===== src/rtl/key_loader.sv =====
// Serial key loader for a logic-locked netlist: shifts in a parity-protected
// key frame, presents the key only after the parity check, locks out after repeated failures.
module key_loader #(
  parameter int unsigned KEY_W    = 12,
  parameter int unsigned MAX_FAIL = 3,
  parameter int unsigned TIMEOUT  = 64
) (
  input  logic             clk,
  input  logic             rst_n,
  input  logic             key_start,
  input  logic             key_sdi,
  input  logic             key_sdi_vld,
  output logic [KEY_W-1:0] key_out,
  output logic             key_ok,
  output logic             key_err,
  output logic             busy,
  output logic             locked_out
);

  localparam int unsigned CNT_W = $clog2(KEY_W + 1);
  localparam int unsigned TMR_W = $clog2(TIMEOUT + 1);
  localparam int unsigned FC_W  = $clog2(MAX_FAIL + 1);

  typedef enum logic [2:0] {
    IDLE,
    SHIFT,
    CHECK,
    DONE,
    FAIL,
    LOCKOUT
  } state_t;

  state_t             state_q, state_d;
  logic [CNT_W-1:0]   bit_cnt_q, bit_cnt_d;
  logic [KEY_W:0]     sr_q, sr_d;
  logic [TMR_W-1:0]   timer_q, timer_d;
  logic [FC_W-1:0]    fail_cnt_q, fail_cnt_d;
  logic [KEY_W-1:0]   key_out_q, key_out_d;
  logic               key_ok_q, key_ok_d;
  logic               key_err_q, key_err_d;
  logic               busy_q, busy_d;
  logic               locked_q, locked_d;

  always_comb begin
    state_d    = state_q;
    bit_cnt_d  = bit_cnt_q;
    sr_d       = sr_q;
    timer_d    = timer_q;
    fail_cnt_d = fail_cnt_q;

    case (state_q)
      IDLE: begin
        if (key_start) begin
          state_d   = SHIFT;
          bit_cnt_d = '0;
          sr_d      = '0;
          timer_d   = '0;
        end
      end
      SHIFT: begin
        if (key_start) begin
          // Restart: a bit qualified in the same cycle becomes bit 0 of the new frame.
          sr_d      = '0;
          timer_d   = '0;
          bit_cnt_d = '0;
          if (key_sdi_vld) begin
            sr_d[0]   = key_sdi;
            bit_cnt_d = CNT_W'(1);
          end
        end else if (key_sdi_vld) begin
          sr_d[bit_cnt_q] = key_sdi;
          timer_d         = '0;
          if (bit_cnt_q == CNT_W'(KEY_W)) begin
            state_d = CHECK;
          end else begin
            bit_cnt_d = bit_cnt_q + 1'b1;
          end
        end else begin
          if (timer_q != TMR_W'(TIMEOUT)) begin
            timer_d = timer_q + 1'b1;
          end
          if (timer_q >= TMR_W'(TIMEOUT - 1)) begin
            state_d = FAIL;
          end
        end
      end
      CHECK: begin
        if (^sr_q) begin
          state_d = FAIL;
        end else begin
          state_d = DONE;
        end
      end
      DONE: begin
        state_d = DONE;
      end
      FAIL: begin
        if (fail_cnt_q != FC_W'(MAX_FAIL)) begin
          fail_cnt_d = fail_cnt_q + 1'b1;
        end
        if (fail_cnt_d == FC_W'(MAX_FAIL)) begin
          state_d = LOCKOUT;
        end else begin
          state_d = IDLE;
        end
      end
      LOCKOUT: begin
        state_d = LOCKOUT;
      end
      default: begin
        state_d = IDLE;
      end
    endcase

    // Outputs are registered from the next state so they align with the state register.
    key_out_d = '0;
    if (state_d == DONE) begin
      key_out_d = (state_q == CHECK) ? sr_q[KEY_W-1:0] : key_out_q;
    end
    key_ok_d  = (state_d == DONE);
    key_err_d = (state_d == FAIL);
    busy_d    = (state_d == SHIFT) || (state_d == CHECK);
    locked_d  = (state_d == LOCKOUT);
  end

  always_ff @(posedge clk or negedge rst_n) begin
    if (!rst_n) begin
      state_q    <= IDLE;
      bit_cnt_q  <= '0;
      sr_q       <= '0;
      timer_q    <= '0;
      fail_cnt_q <= '0;
      key_out_q  <= '0;
      key_ok_q   <= 1'b0;
      key_err_q  <= 1'b0;
      busy_q     <= 1'b0;
      locked_q   <= 1'b0;
    end else begin
      state_q    <= state_d;
      bit_cnt_q  <= bit_cnt_d;
      sr_q       <= sr_d;
      timer_q    <= timer_d;
      fail_cnt_q <= fail_cnt_d;
      key_out_q  <= key_out_d;
      key_ok_q   <= key_ok_d;
      key_err_q  <= key_err_d;
      busy_q     <= busy_d;
      locked_q   <= locked_d;
    end
  end

  assign key_out    = key_out_q;
  assign key_ok     = key_ok_q;
  assign key_err    = key_err_q;
  assign busy       = busy_q;
  assign locked_out = locked_q;

endmodule


===== config.mk =====
export PLATFORM = sky130hd
export DESIGN_NAME = key_loader
export DESIGN_NICKNAME = d
export VERILOG_FILES = /design/src/rtl/key_loader.sv
export SDC_FILE = /design/constraint.sdc
export NUM_CORES = 1
export LEC_CHECK = 0
export CORE_AREA = 2 2 62 93
export CTS_BUF_LIST = sky130_fd_sc_hd__clkbuf_4
export CTS_CLUSTER_SIZE = 40
export DETAILED_ROUTE_END_ITERATION = 16
export DIE_AREA = 0 0 64 95
export PLACE_DENSITY = 0.64
export SKIP_CTS_REPAIR_TIMING = 1
export SYNTH_ARGS = -nofsm -noshare
export SYNTH_HDL_FRONTEND = slang
export SYNTH_SLANG_ARGS = --single-unit

===== constraint.sdc =====
create_clock -name clk -period 4.1 [get_ports clk]
set_clock_uncertainty 0.1 [all_clocks]
set_input_delay 0.615 -clock clk [delete_from_list [all_inputs] [get_ports clk]]
set_output_delay 0.615 -clock clk [all_outputs]
set_load 0.1 [all_outputs]

==> flow_metrics.tcl <==
set metrics [dict create \
    r2r_setup_slack_ps 1950 \
    ys_ff_latch 45 \
    path_delay_family "buffers and inverters" \
    crit_slowest_cell "clkdlybuf4s50_1" \
    drive_gt1_share_pct 11.1 \
    p_comb_share_pct 2.2 \
    clkTransAtPathRegs_ps 140 \
    yosys_warnings 0 \
    rr_endpoint "sr_q[9]" \
    power.density_nw_per_um2 273 \
    synth_top_flop_cell "dfrtp_1" \
    leakagePower_nw 1.21 \
    grt_use_total_pct 18.8 \
    ant_nets 0 \
    fin_nets 254 \
    clk_latency_ps 360 \
    p_int_mw 0.574 \
    die_area_sq_um 6080 \
    worstHoldPathType "in -> async" \
    r2r_start "state_q[0]" \
    cts_sinks 45 \
    grt_max_degree 46 \
    crit_buf_inv 1 \
    cts_max_path_buffers 2 \
    htreeDepth 2 \
    vias_per_cell 5.68 \
    syn_inst 229 \
    gr-total-overflow 0 \
    cts_buffers 5 \
    yosysSeqAreaShare_pct 47.3 \
    cts_root_buf "clkbuf_4" \
    place_area_sq_um 2610 \
    fin_crit_sh_pct 63.3 \
    gp_congestion 0.811 \
    dr.pass1.iters 4 \
    outcome "completed" \
    wl_met1_microns 2080 \
    maxCapViolations 0 \
    cp-end-kind "output port" \
    swShare_pct 21.7 \
    post-route-util_pct 50.4 \
    preCtsSetupSlack_ps 1410 \
    antenna_found_initial 0 \
    path_class "reg -> out" \
    ys_async_sr_fraction_pct 100 \
    route.met3.wl_microns 110 \
    io_pins 21 \
    wl_met2_microns 2660 \
    first_iter_violations 116 \
    syn-cell-area_sq_um 2380 \
    die_y_microns 95 \
    crit_arrival_ps 1880 \
    cpPeakStageDelay_ps 1140 \
    final_area_sq_um 2690 \
    initial_core_util_pct 44.7 \
    yosysUniqueCellTypes 46 \
    rsz0062_at_grt "no" \
    io_buffers 20 \
    synth_nets 240 \
    vdd_ir_drop_max_mv 0.131 \
    pwr-share-clk_pct 37.2 \
    die_w_microns 64 \
    switchingPower_mw 0.159 \
    top_layer "met4" \
    drt_wl_total_microns 4950 \
    rr_worst_depth 4 \
    drc 0 \
    hold_viol 0 \
    core_area_sq_um 5330 \
    hpwl_microns 3460 \
    pwr-share-seq_pct 60.6 \
    worstPathMaxFanout 2 \
    setup_tns_ps 0 \
    grt_pass1_vias 1790 \
    startpoint_type "flip-flop" \
    post_drt_wl_per_cell_microns 15.8 \
    tightest_slew_ps 994 \
    fp-row-count 33 \
    synth_edf_count 0 \
    area_delta_synth_final_pct 12.8 \
    max_freq_mhz 386 \
    drv_slew 0 \
    fin_crit_ps 2590 \
    setup_ws_ps 1510 \
    critical_path_required_ps 3380 \
    crit_cells 1 \
    vias 1785 \
    syn_area_per_cell_sq_um 10.4 \
    worstPathCellList "clkdlybuf4s50_1" \
    relSlewSlack_pct 33.7 \
    grt_pass1_wl_microns 8780 \
    setup_viol 0 \
    antenna_cells 0 \
    tritoncts "yes" \
]
==> through the flow <==
stage / power [mW] / hold WS [ps] / cells
floorplan: 0.456 / 219 / 229
global placement: 0.469 / 372 / 306
detailed placement: 0.469 / 381 / 306
CTS: 0.745 / 335 / 314
global route: 0.772 / 370 / 314
finish: 0.733 / 306 / 314
==> worst max path at each step <==
stage | from | to | slack (ps)
2_1_floorplan | key_start | bit_cnt_q[1] | 2180
3_3_place_gp | key_start | bit_cnt_q[0] | 1460
3_5_place_dp | key_start | bit_cnt_q[1] | 1410
4_1_cts | key_out[11] | key_out[11] | 1500
5_1_grt | key_out[1] | key_out[1] | 1430
6_report | key_out[0] | key_out[0] | 1510
==> layout make-up <==
cell class	count	area, sq um
clock buffer	5	37.5
clock inverter	3	41.3
fill	491	2640
inverter	11	41.3
multi-input combinational	159	1150
sequential	45	1130
tap	70	87.6
timing repair buffer	21	203
==> registers in the layout, summed over array words and instances (netlist names) <==
register	cells
bit_cnt_q	4
busy	1
fail_cnt_q	2
key_err	1
key_ok	1
key_out	12
locked_out	1
sr_q	13
state_q	3
timer_q	7
==> routing by layer <==
layer	up-vias	GRT usage [%]
li1	869	-
met1	877	22.1
met2	31	33.5
met3	8	3.58
met4	0	7.61
met5	-	0
==> layout by cell type (no fill, tap or decap), drive strengths merged, types with 3 or more instances in the layout <==
master	instances
clkdlybuf4s50	19
a31oi	3
and2	3
o21ai	12
inv	11
clkbuf	5
a21oi	21
or3b	3
xnor2	5
nand3	8
nor2b	3
ha	6
a21o	3
nor2	20
nand4	5
dfrtp	45
a32o	14
nand2	3
xnor3	3
a31o	8
o21a	11
xor2	5
==> power by group through the flow <==
stage | Combinational [mW] | Clock (mW) | Sequential [mW]
3_3_place_gp | 0.0170 | 0 | 0.452
3_5_place_dp | 0.0172 | 0 | 0.452
2_1_floorplan | 0.00343 | 0 | 0.452
5_1_grt | 0.0192 | 0.308 | 0.444
4_1_cts | 0.0171 | 0.284 | 0.444
6_report | 0.0163 | 0.273 | 0.444
==> cells by family after synthesis <==
logic type	count (synthesis)	synth area share [%]
AOI/OAI and AO/OA	80	23.9
xor gates and xnor gates	13	6.94
adders and majority gates	6	3.15
buffers and inverters	25	4.47
DFF	45	47.3
muxes	2	0.893
and+or+nand+nor	58	13.3
==> synth_stat cells, drive strengths merged (2+ instances only) <==
cell,count,share of area (%)
a211o,2,0.74
a21o,3,0.95
a21oi,21,4.4
a31o,8,2.9
a31oi,3,0.79
a32o,14,5.9
and2,3,0.79
and3,2,0.53
buf,8,1.8
clkbuf,6,0.95
dfrtp,45,47
ha,6,3.2
inv,11,1.7
nand2,3,0.47
nand2b,2,0.53
nand3,8,1.7
nand4,5,1.3
nand4b,2,0.74
nor2,20,3.4
nor2b,3,0.79
nor3,2,0.42
o21a,11,3.5
o21ai,12,2.5
or3b,3,1.1
xnor2,5,1.8
xnor3,3,2.9
xor2,5,2.2
(Power assumes the default switching activity.)
